<file path="config.mk">
export PLATFORM = sky130hd
export DESIGN_NAME = alu_ctrl_issue_flat
export DESIGN_NICKNAME = d
export VERILOG_FILES = /design/src/rtl/alu_ctrl_issue_if.sv /design/src/rtl/alu_ctrl_issue.sv /design/src/flat_wrapper.sv
export SDC_FILE = /design/constraint.sdc
export NUM_CORES = 1
export LEC_CHECK = 0
export CAP_MARGIN = 20
export CORE_MARGIN = 2
export CORE_UTILIZATION = 48
export CTS_CLUSTER_SIZE = 28
export DETAILED_ROUTE_END_ITERATION = 16
export HOLD_SLACK_MARGIN = 0.06
export PLACE_DENSITY = 0.77
export SETUP_SLACK_MARGIN = 0.3
export SLEW_MARGIN = 20
export SYNTH_ARGS = -nofsm -noshare
export SYNTH_HDL_FRONTEND = slang
export SYNTH_SLANG_ARGS = --single-unit
</file>
<file path="constraint.sdc">
create_clock -name clk_i -period 2.1 [get_ports clk_i]
set_input_delay 0.42 -clock clk_i [delete_from_list [all_inputs] [get_ports clk_i]]
set_output_delay 0.42 -clock clk_i [all_outputs]
set_load 0.05 [all_outputs]
</file>
<file path="src/rtl/alu_ctrl_issue_if.sv">
// ============================================================================
// Module   : alu_ctrl_issue_if
// Brief    : ID-to-EX handshake bundle for the ALU control issue stage.
// Revision : 1.0
// ============================================================================
`default_nettype none

interface alu_ctrl_issue_if;
    logic       valid_i;
    logic [2:0] alu_op_i;
    logic [5:0] funct_i;
    logic       stall_i;
    logic       flush_i;
    logic [3:0] ctrl_o;
    logic       valid_o;
    logic       busy_o;
    logic       illegal_o;

    modport master (
        output valid_i, alu_op_i, funct_i, stall_i, flush_i,
        input  ctrl_o, valid_o, busy_o, illegal_o
    );

    modport slave (
        input  valid_i, alu_op_i, funct_i, stall_i, flush_i,
        output ctrl_o, valid_o, busy_o, illegal_o
    );
endinterface

`default_nettype wire

</file>
<file path="src/rtl/alu_ctrl_issue.sv">
// ============================================================================
// Module   : alu_ctrl_issue
// Brief    : Decodes ALUOp/funct into the registered EX-stage ALU code and
//            sequences multi-cycle multiplies. Option macro:
//            ALU_CTRL_ILLEGAL_TRAP_EN (sticky illegal flag that blocks issue).
// Revision : 1.0
// ============================================================================
`default_nettype none

module alu_ctrl_issue #(
    parameter int MUL_LAT = 4,
    parameter int CNT_W   = 3
) (
    input  wire logic        clk_i,
    input  wire logic        rst_i,
    alu_ctrl_issue_if.slave  bus
);

    typedef enum logic [1:0] {
        ST_IDLE     = 2'd0,
        ST_ISSUE    = 2'd1,
        ST_MUL_WAIT = 2'd2
    } state_t;

    localparam logic [3:0]       c_CODE_ADD = 4'd2;
    localparam logic [3:0]       c_CODE_SUB = 4'd6;
    localparam logic [3:0]       c_CODE_SLT = 4'd7;
    localparam logic [3:0]       c_CODE_AND = 4'd0;
    localparam logic [3:0]       c_CODE_OR  = 4'd1;
    localparam logic [3:0]       c_CODE_NOR = 4'd12;
    localparam logic [3:0]       c_CODE_MUL = 4'd3;
    localparam logic [3:0]       c_CODE_ILL = 4'd15;
    localparam bit               c_MUL_MULTI = (MUL_LAT > 1);
    localparam logic [CNT_W-1:0] c_MUL_CNT   = c_MUL_MULTI ? CNT_W'(MUL_LAT - 2) : '0;

    state_t           r_state, w_state_nxt;
    logic [3:0]       r_ctrl, w_ctrl_nxt;
    logic             r_valid, w_valid_nxt;
    logic             r_busy, w_busy_nxt;
    logic             r_illegal, w_illegal_nxt;
    logic [CNT_W-1:0] r_count, w_count_nxt;

    logic [3:0]       w_code;
    logic             w_code_illegal;
    logic             w_is_mul;
    logic             w_block;
    logic             w_accept;

    // ------------------------------------------------------------------
    // Combinational decode of the instruction currently presented by ID
    // ------------------------------------------------------------------
    always_comb begin
        w_code         = c_CODE_ILL;
        w_code_illegal = 1'b1;
        case (bus.alu_op_i)
            3'b000: begin w_code = c_CODE_ADD; w_code_illegal = 1'b0; end
            3'b001: begin w_code = c_CODE_SUB; w_code_illegal = 1'b0; end
            3'b011: begin w_code = c_CODE_SLT; w_code_illegal = 1'b0; end
            3'b100: begin w_code = c_CODE_AND; w_code_illegal = 1'b0; end
            3'b101: begin w_code = c_CODE_OR;  w_code_illegal = 1'b0; end
            3'b010: begin
                case (bus.funct_i)
                    6'h20:   begin w_code = c_CODE_ADD; w_code_illegal = 1'b0; end
                    6'h22:   begin w_code = c_CODE_SUB; w_code_illegal = 1'b0; end
                    6'h24:   begin w_code = c_CODE_AND; w_code_illegal = 1'b0; end
                    6'h25:   begin w_code = c_CODE_OR;  w_code_illegal = 1'b0; end
                    6'h2A:   begin w_code = c_CODE_SLT; w_code_illegal = 1'b0; end
                    6'h27:   begin w_code = c_CODE_NOR; w_code_illegal = 1'b0; end
                    6'h18:   begin w_code = c_CODE_MUL; w_code_illegal = 1'b0; end
                    default: begin w_code = c_CODE_ILL; w_code_illegal = 1'b1; end
                endcase
            end
            default: begin w_code = c_CODE_ILL; w_code_illegal = 1'b1; end
        endcase
    end

    assign w_is_mul = (bus.alu_op_i == 3'b010) && (bus.funct_i == 6'h18);

`ifdef ALU_CTRL_ILLEGAL_TRAP_EN
    // A trapped illegal op keeps ID blocked until the slot is flushed.
    assign w_block = r_busy | r_illegal;
`else
    assign w_block = r_busy;
`endif

    assign w_accept = bus.valid_i & ~w_block & ~bus.stall_i & ~bus.flush_i;

    // ------------------------------------------------------------------
    // Next-state and next-output logic
    // ------------------------------------------------------------------
    always_comb begin
        w_state_nxt   = r_state;
        w_ctrl_nxt    = r_ctrl;
        w_valid_nxt   = r_valid;
        w_busy_nxt    = r_busy;
        w_illegal_nxt = r_illegal;
        w_count_nxt   = r_count;

        if (bus.flush_i) begin
            w_state_nxt   = ST_IDLE;
            w_valid_nxt   = 1'b0;
            w_busy_nxt    = 1'b0;
            w_illegal_nxt = 1'b0;
            w_count_nxt   = '0;
        end else if (!bus.stall_i) begin
            case (r_state)
                ST_MUL_WAIT: begin
                    if (r_count == '0) begin
                        w_state_nxt = ST_ISSUE;
                        w_valid_nxt = 1'b1;
                        w_busy_nxt  = 1'b0;
                    end else begin
                        w_count_nxt = r_count - CNT_W'(1);
                    end
                end
                default: begin
                    if (w_accept) begin
                        if (w_is_mul && c_MUL_MULTI) begin
                            w_state_nxt   = ST_MUL_WAIT;
                            w_ctrl_nxt    = c_CODE_MUL;
                            w_valid_nxt   = 1'b0;
                            w_busy_nxt    = 1'b1;
                            w_illegal_nxt = 1'b0;
                            w_count_nxt   = c_MUL_CNT;
                        end else begin
                            w_state_nxt   = ST_ISSUE;
                            w_ctrl_nxt    = w_code;
                            w_valid_nxt   = 1'b1;
                            w_illegal_nxt = w_code_illegal;
                        end
                    end else begin
                        // ctrl and illegal keep describing the last accepted op.
                        w_state_nxt = ST_IDLE;
                        w_valid_nxt = 1'b0;
                    end
                end
            endcase
        end
    end

    // ------------------------------------------------------------------
    // State and output registers
    // ------------------------------------------------------------------
    always_ff @(posedge clk_i or negedge rst_i) begin
        if (!rst_i) begin
            r_state   <= ST_IDLE;
            r_ctrl    <= 4'd0;
            r_valid   <= 1'b0;
            r_busy    <= 1'b0;
            r_illegal <= 1'b0;
            r_count   <= '0;
        end else begin
            r_state   <= w_state_nxt;
            r_ctrl    <= w_ctrl_nxt;
            r_valid   <= w_valid_nxt;
            r_busy    <= w_busy_nxt;
            r_illegal <= w_illegal_nxt;
            r_count   <= w_count_nxt;
        end
    end

    assign bus.ctrl_o    = r_ctrl;
    assign bus.valid_o   = r_valid;
    assign bus.busy_o    = w_block;
    assign bus.illegal_o = r_illegal;

endmodule

`default_nettype wire

</file>
<file path="src/flat_wrapper.sv">
// flat-port wrapper written by rule: the top's interface ports become plain ports
module alu_ctrl_issue_flat 
#(
    parameter int MUL_LAT = 4,
    parameter int CNT_W   = 3
)
  (clk_i, rst_i, bus_valid_i, bus_alu_op_i, bus_funct_i, bus_stall_i, bus_flush_i, bus_ctrl_o, bus_valid_o, bus_busy_o, bus_illegal_o);
  alu_ctrl_issue_if bus_i ();
  input  wire logic clk_i;
  input  wire logic rst_i;
  input wire logic [$bits(bus_i.valid_i)-1:0] bus_valid_i;
  input wire logic [$bits(bus_i.alu_op_i)-1:0] bus_alu_op_i;
  input wire logic [$bits(bus_i.funct_i)-1:0] bus_funct_i;
  input wire logic [$bits(bus_i.stall_i)-1:0] bus_stall_i;
  input wire logic [$bits(bus_i.flush_i)-1:0] bus_flush_i;
  output wire logic [$bits(bus_i.ctrl_o)-1:0] bus_ctrl_o;
  output wire logic [$bits(bus_i.valid_o)-1:0] bus_valid_o;
  output wire logic [$bits(bus_i.busy_o)-1:0] bus_busy_o;
  output wire logic [$bits(bus_i.illegal_o)-1:0] bus_illegal_o;
  assign bus_i.valid_i = bus_valid_i;
  assign bus_i.alu_op_i = bus_alu_op_i;
  assign bus_i.funct_i = bus_funct_i;
  assign bus_i.stall_i = bus_stall_i;
  assign bus_i.flush_i = bus_flush_i;
  assign bus_ctrl_o = bus_i.ctrl_o;
  assign bus_valid_o = bus_i.valid_o;
  assign bus_busy_o = bus_i.busy_o;
  assign bus_illegal_o = bus_i.illegal_o;
  alu_ctrl_issue #(.MUL_LAT(MUL_LAT), .CNT_W(CNT_W)) u_core (.clk_i(clk_i), .rst_i(rst_i), .bus(bus_i));
endmodule
</file>
---- Word-level counts from Yosys, hierarchy flattened ----
Cells that the tools add are included.
word-level totals
  flip-flop bits (word level) ............. 12
  output and inout bits ................... 7
  word-level logic and storage cells ...... 78
cells by class
  add/subtract/negate cells ............... 1
  eq/ne operators ......................... 17
  multiplexer cells ....................... 34
  bitwise gates (word level) .............. 7
  reductions and logical operators ........ 13
operator list
  kind                   count
  $eq A6 B6 Y1 const B   6
  $pmux W4 S7            1
  $pmux W4 S6            1
  $mux W1                18
  $mux W3                6
  $mux W2                6
  $reduce_and A4 Y1      3
  $reduce_or A7 Y1       1
  $eq A3 B2 Y1 const B   2
  $eq A3 B3 Y1 const B   2
  $eq A6 B5 Y1 const B   1
  $logic_not A3 Y1       2
  $reduce_bool A3 Y1     2
  $reduce_or A5 Y1       1
  $mux W4                1
  $not A1 Y1             4
  $and A1 B1 Y1          3
  $eq A3 B1 Y1 const B   1
  $ne A3 B2 Y1 const B   1
  $ne A3 B3 Y1 const B   1
  $reduce_and A3 Y1      1
  $sub A3 B1 Y3 const B  1
  $eq A2 B2 Y1 const B   1
  $ne A2 B1 Y1 const B   1
  other kinds (5)        5

---- Logic depth before layout (Yosys ltp) ----
Gate-level depths: netlist (run 1).
  word-level depth ........................ 9
  gate-level depth with buffers ........... 6

---- Worst setup path before layout (run 1) ----
OpenSTA, ideal clock, no wires.
  path type ............................... reg2reg
  from .................................... reg u_core.r_busy, in the netlist u_core.bus.busy_o
  to ...................................... reg u_core.r_ctrl[1], in the netlist u_core.bus.ctrl_o[1]
  arrival ................................. 1.609 ns
  data required time ...................... 2.008 ns
  setup slack ............................. 0.400 ns
  cell stages (with the launch flop) ...... 5
  clock period less this slack ............ 1.700 ns
  path through ............................ dfrtp_1 nand2b_1 or4_1 buf_2 o31ai_2
between the ends
  longest elaborated chain between the ends .. 5
ends and longest elaborated chain
  what                                line                   source
  from (decl)                         alu_ctrl_issue.sv:39   logic r_busy, w_busy_nxt;
  from (signal assigned)              alu_ctrl_issue.sv:156  r_busy <= w_busy_nxt;
  $not A1 Y1                          alu_ctrl_issue.sv:86   assign w_accept = bus.valid_i & ~w_block & ~bus.stall_i & ~bus.flush_i;
  $and A1 B1 Y1 (3 in a row)          alu_ctrl_issue.sv:86
  $reduce_and A4 Y1 (no source line)  -
  to (signal assigned)                alu_ctrl_issue.sv:154  r_ctrl <= w_ctrl_nxt;
  to (decl)                           alu_ctrl_issue.sv:37   logic [3:0] r_ctrl, w_ctrl_nxt;
Every way passes these cells.
A chain may end at the register's enable or synchronous reset.

---- Worst setup path after layout (run 1) ----
  from .................................... in bus_funct_i[1]
  to ...................................... reg u_core.r_count[2]
between the ends
  longest elaborated chain between the ends .. 4
ends and longest elaborated chain
  what                                 line                   source
  from (decl)                          flat_wrapper.sv:13     input wire logic [$bits(bus_i.funct_i)-1:0] bus_funct_i;
  $eq A6 B5 Y1                         alu_ctrl_issue.sv:77   assign w_is_mul = (bus.alu_op_i == 3'b010) && (bus.funct_i == 6'h18);
  $logic_and A1 B1 Y1                  alu_ctrl_issue.sv:77
  $reduce_bool A3 Y1 (no source line)  -
  $reduce_and A4 Y1 (no source line)   -
  to (signal assigned)                 alu_ctrl_issue.sv:158  r_count <= w_count_nxt;
  to (decl)                            alu_ctrl_issue.sv:41   logic [CNT_W-1:0] r_count, w_count_nxt;
Every way passes these cells.

==> impl_metrics.tcl, run 1 <==
set metrics [dict create \
    status "finished, final reports clean" \
    grt_first_pass_wirelength_um 3546 \
    overflow 0 \
    synthMuxAreaShare 0.02394 \
    cts_setup_buffers 0 \
    synth_edf_count 0 \
    setup_viol 0 \
    clock_skew_ns 0.007648 \
    cp-end-kind "flip-flop" \
    place.gp.congestion 0.8214 \
    htree_levels 1 \
    syn_to_final_growth_pct 30.99 \
    worst_ep_required_time_ns 2.24 \
    drv_slew 0 \
    cp_max_fo 6 \
    synth-compound-area-share 0.2211 \
    ant_nets 0 \
    clk_pin_slew_ns 0.08 \
    port_buffers 20 \
    synthArstFlopShare 1.000 \
    grtUsageTotal 0.2260 \
    drt_iter0_markers 25 \
    drive_gt1_frac 0.1654 \
    grt_pass1_vias 821 \
    cp-start-kind "input port" \
    netlist_instances 100 \
    cts_buffers 3 \
    crit_type "in2reg" \
    postLayoutCoreUtil 0.6739 \
    clock.fmax_ghz 0.5755 \
    routed_via_density 5.789 \
    dr.pass1.iters 4 \
    power_leakage_nw 0.5024 \
    synth-simple-area-share 0.3423 \
    p_per_area_mw_per_mm2 492.4 \
    ys_seq_elements 11 \
    grt_max_degree 12 \
    start_util 0.5145 \
    diodes 0 \
    min_period_ns 1.738 \
    wirelength_um 2154 \
    dieArea_mm2 0.002211 \
    clock_path_buffers 2 \
    wl_per_cell_um 14.17 \
    clockRootBuffer "clkbuf_4" \
    die_w_um 47.02 \
    hp-class "in2async" \
    ys.flop_type "dfrtp_1" \
    hpwl_um 1749 \
    ys_seq_area_frac 0.3099 \
    cp_data_arrival_time_ns 1.88 \
    hold_viol 0 \
    ys_warn_count 0 \
    antenna_found_initial 0 \
    coreArea_mm2 0.001727 \
    post-route-period-util 0.8274 \
    synth_fa_ha_area_frac 0.02817 \
    synth-xor-area-share 0 \
    die_h_um 47.02 \
    fin_setup_tns_ns 0 \
    ioPinCount 21 \
    synthDistinctLibCells 42 \
    cap_violations 0 \
    r2r_slack_ns 0.43 \
    syn-num-nets 116 \
    drc 0 \
    peakVddDrop_mv 0.4557 \
    syn_avg_cell_area_um2 8.884 \
    rsz0062_at_grt "no" \
    syn-cell-area_um2 888.4 \
    rows 15 \
    numClockSinks 11 \
    vias 880 \
    worstSkewPairLatency_ns 0.27 \
    slew-limit-headroom 0.6494 \
    synth_top_family_by_area "simple AND/OR/NAND/NOR gates" \
    worst_slew_pin_slew_ns 0.5242 \
    cts_tree "yes" \
    fin_nets 144 \
]
==> per-stage QoR <==
| stage | setup WS [ns] | total power (W) | instances | hold slack, ns | cell area (um^2) |
|---|---|---|---|---|---|
| final | 0.3625 | 0.0005729 | 152 | 0.4905 | 1164 |
| after global routing | 0.3025 | 0.0006062 | 152 | 0.5103 | 1164 |
| after CTS | 0.3225 | 0.0005777 | 152 | 0.4935 | 1157 |
| after detailed placement | 0.07598 | 0.0004421 | 148 | 0.4806 | 1140 |
| after global placement | 0.1329 | 0.0004386 | 148 | 0.4724 | 1140 |
| after floorplan | 0.3996 | 0.0003542 | 100 | 0.1244 | 888.4 |
==> cell usage after synthesis, drive strengths merged, types with 2 or more instances <==
cell | instances | area, um^2
a211oi | 3 | 22.52
nor2b | 5 | 38.78
nor3b | 2 | 15.01
inv | 5 | 18.77
buf | 5 | 43.79
nand2b | 6 | 37.54
o21ai | 4 | 20.01
nand4 | 3 | 25.02
nand2 | 4 | 15.01
nand3 | 4 | 20.02
nor3 | 3 | 20.02
ha | 2 | 25.02
o31ai | 5 | 56.30
dfrtp | 11 | 275.3
a21oi | 6 | 30.03
nor2 | 12 | 45.04
nor4 | 3 | 25.02
==> path summary, 6_finish.rpt <==
kind | start | to | cells after the start
hold reg to reg | u_core.bus.ctrl_o[1] | u_core.bus.ctrl_o[1] | 2
setup reg to reg | u_core.r_count[0] | u_core.r_count[1] | 6
min in group clk_i | u_core.bus.ctrl_o[1] | u_core.bus.ctrl_o[1] | 2
setup / recovery | bus_funct_i[1] | u_core.r_count[2] | 5
max in group asynchronous | rst_i | u_core.r_count[0] | 1
hold / removal | rst_i | u_core.bus.busy_o | 1
==> registers in the layout, indices dropped and copies added, names as in the netlist <==
| signal | cells |
|---|---|
| u_core.bus.illegal_o | 1 |
| u_core.r_count | 3 |
| u_core.bus.ctrl_o | 4 |
| u_core.r_state | 2 |
| u_core.bus.busy_o | 1 |
==> worst max-delay path, cell delays in order <==
cell and delay, ns:
clkdlybuf4s50_1 0.53, nor4b_4 0.33, nand4_2 0.22, o31ai_4 0.26, a311oi_1 0.12
==> routing by layer <==
layer / share of wire / track usage / up-vias
met5: 0 / 0 / -
met4: 0.012 / 0.09444 / 0
met3: 0.053 / 0.04615 / 4
met2: 0.52 / 0.3890 / 28
met1: 0.41 / 0.2729 / 422
li1: - / - / 426
==> what timing repair did <==
action                                  4_1_cts  5_1_grt
resized for setup                             7        2
gates cloned                                  0        0
hold endpoints to repair                      0        0
hold buffers                                  0        0
endpoints found under the setup margin        7        1
==> cells in the final DEF, fill, tap and decap left out, types with 2 or more instances in the layout <==
master and instances:
clkdlybuf4s50_1 13, nor2_1 12, dfrtp_1 11, buf_4 9, dlygate4sd2_1 7, nand2b_1 6
a21oi_1 6, inv_1 5, nor2b_1 4, nand3_1 4, nand2_1 4, a211oi_1 3
o31ai_1 3, o21ai_1 3, clkbuf_4 3, nor3b_1 2, nor3_1 2, nand4_1 2
nor4_1 2, ha_1 2
==> cell families after synthesis <==
| group | after synthesis |
|---|---|
| and+or+nand+nor | 48 |
| AOI/OAI and AO/OA | 26 |
| muxes | 2 |
| buffers and inverters | 11 |
| adders and majority gates | 2 |
| DFF | 11 |
==> power breakdown <==
part / switching (W) / internal (W) / total, W
logic: 0.000118 / 0.0000711 / 0.000189
registers: 0.0000104 / 0.000228 / 0.000238
clock network: 0.0000722 / 0.0000734 / 0.000146
==> layout make-up <==
cell class	count	area, um^2
fillers	162	563.0
multi-input cells	78	553.0
flip-flops and latches	11	275.3
repair buffers	29	259.0
well taps	25	31.28
clock buffers	4	26.28
inverters	5	18.77
Note: power is estimated with default switching activity, not from simulation.
==> run 2: changes to the inputs <==
- clock period: 2.1 -> 1.65 ns (I/O delays scaled with it)
==> impl_metrics.tcl, run 2 (synthesis gave the netlist of run 1 again) <==
set metrics [dict create \
    cap_violations 0 \
    cp_max_fo 4 \
    p_per_area_mw_per_mm2 547.8 \
    fin_setup_tns_ns 0 \
    antenna_found_initial 0 \
    rr_startpoint "u_core.r_count[0]" \
    r2r-end "u_core.r_count[1]" \
    grt_max_degree 12 \
    ioPinCount 21 \
    hp-class "in2async" \
    fin_nets 161 \
    clockRootBuffer "clkbuf_4" \
    multiInputGateArea_um2 670.6 \
    postLayoutCoreUtil 0.8145 \
    power_leakage_nw 0.6338 \
    die_w_um 47.02 \
    hpwl_um 1683 \
    die_h_um 47.02 \
    dr.pass1.iters 4 \
    dieArea_mm2 0.002211 \
    grt_first_pass_wirelength_um 3553 \
    worst_slew_pin_slew_ns 0.4834 \
    grt_use_met1 0.3261 \
    vias 918 \
    wl_per_cell_um 14.11 \
    final_cells 169 \
    crit_type "reg2reg" \
    min_period_ns 1.423 \
    register_area_um2 277.8 \
    r2r_cells 6 \
    grt-busiest-layer "met2" \
    fin_area_mm2 0.001406 \
    cp-end-kind "flip-flop" \
    wirelength_um 2384 \
    power_w 0.0007704 \
    cts_tree "yes" \
    fillers 107 \
    syn_to_final_growth_pct 58.31 \
    final_cell_mix "buf_4 (31), nor2_1 (10), dfrtp_1 (9)" \
    start_util 0.5145 \
    numClockSinks 11 \
    coreArea_mm2 0.001727 \
    worst_ep_required_time_ns 1.82 \
    peakVddDrop_mv 0.7507 \
    grtUsageTotal 0.2393 \
    routed_via_density 5.432 \
    clock.fmax_ghz 0.7028 \
    ant_nets 0 \
    slew-limit-headroom 0.6767 \
    worstSkewPairLatency_ns 0.28 \
    hold_viol 0 \
    clock_path_buffers 2 \
    drive_gt1_frac 0.4792 \
    place.gp.congestion 0.8900 \
    status "finished, final reports clean" \
    clock_skew_ns 0.009673 \
    met3_usage 0.08077 \
    hold_buffers 0 \
    largest_register_ffs 4 \
    rows 15 \
    final_common_cell "buf_4" \
    grt_pass1_vias 796 \
    cp-endpoint "u_core.r_count[1]" \
    rsz0062_at_grt "yes" \
    cp-start-kind "flip-flop" \
    dp.cells 159 \
    setup_viol 0 \
    drt_iter0_markers 18 \
    use_met2 0.3562 \
    port_buffers 20 \
    diodes 0 \
    clk_pin_slew_ns 0.07 \
    htree_levels 1 \
    r2r_slack_ns 0.23 \
    startpoint "u_core.r_count[0]" \
    post-route-period-util 0.8624 \
    cts_buffers 3 \
    overflow 0 \
    place_area_mm2 0.001250 \
    cp_data_arrival_time_ns 1.59 \
    drc 0 \
    drv_slew 0 \
]
## run 2: changes by cell type in the layout (fill, tap and decap cells not counted), sizes merged
cell,change
clkdlybuf4s50,-11
clkdlybuf4s15,+3
buf,+24
clkbuf,+1
## run 2: per-stage QoR
step / hold WS (ns) / setup slack [ns]
floorplan: 0.03441 / 0.1550
global placement: 0.4715 / -0.2626
detailed placement: 0.4731 / -0.2631
CTS: 0.3931 / 0.2440
global route: 0.4207 / 0.1593
finish: 0.3777 / 0.2270
## run 2: how the worst min path moves through the flow
stage                              start                    to  slack [ns]
finish                             rst_i  u_core.bus.ctrl_o[2]        0.38
global route                       rst_i  u_core.bus.ctrl_o[2]        0.42
CTS                                rst_i  u_core.bus.ctrl_o[1]        0.39
detailed placement  u_core.bus.ctrl_o[3]  u_core.bus.ctrl_o[3]        0.47
global placement    u_core.bus.ctrl_o[2]  u_core.bus.ctrl_o[2]        0.47
floorplan                          rst_i     u_core.bus.busy_o        0.03
## run 2: worst max-delay path: stages (launching register included)
cell and delay [ns]:
dfrtp_1 0.37, inv_2 0.06, ha_4 0.16, nor2b_4 0.13
nor3_4 0.27, a2111oi_2 0.12, a22o_1 0.20
## run 2: cell type report
cell class | count | share of cell area
timing repair buffer | 46 | 0.2714
clock buffer | 4 | 0.01868
sequential | 11 | 0.1975
multi-input combinational | 78 | 0.4769
inverter | 5 | 0.01335
tap | 25 | 0.02224
## run 2: metal layers
layer | vias up | wire [um]
li1 | 465 | -
met1 | 433 | 1167
met2 | 18 | 1107
met3 | 2 | 90
met4 | 0 | 18
met5 | - | 0
## run 2: timing repair
| action | CTS | global route |
|---|---|---|
| setup buffers | 4 | 2 |
| endpoints found under the setup margin | 11 | 8 |
| pin swaps | 11 | 7 |
| gates resized for setup | 33 | 7 |
## run 2: power by group
group | total [W] | switching (W) | internal [W]
sequential | 0.000304 | 0.0000144 | 0.000290
clock | 0.000186 | 0.0000920 | 0.0000938
combinational | 0.000280 | 0.000163 | 0.000118
total | 0.000770 | 0.000269 | 0.000501
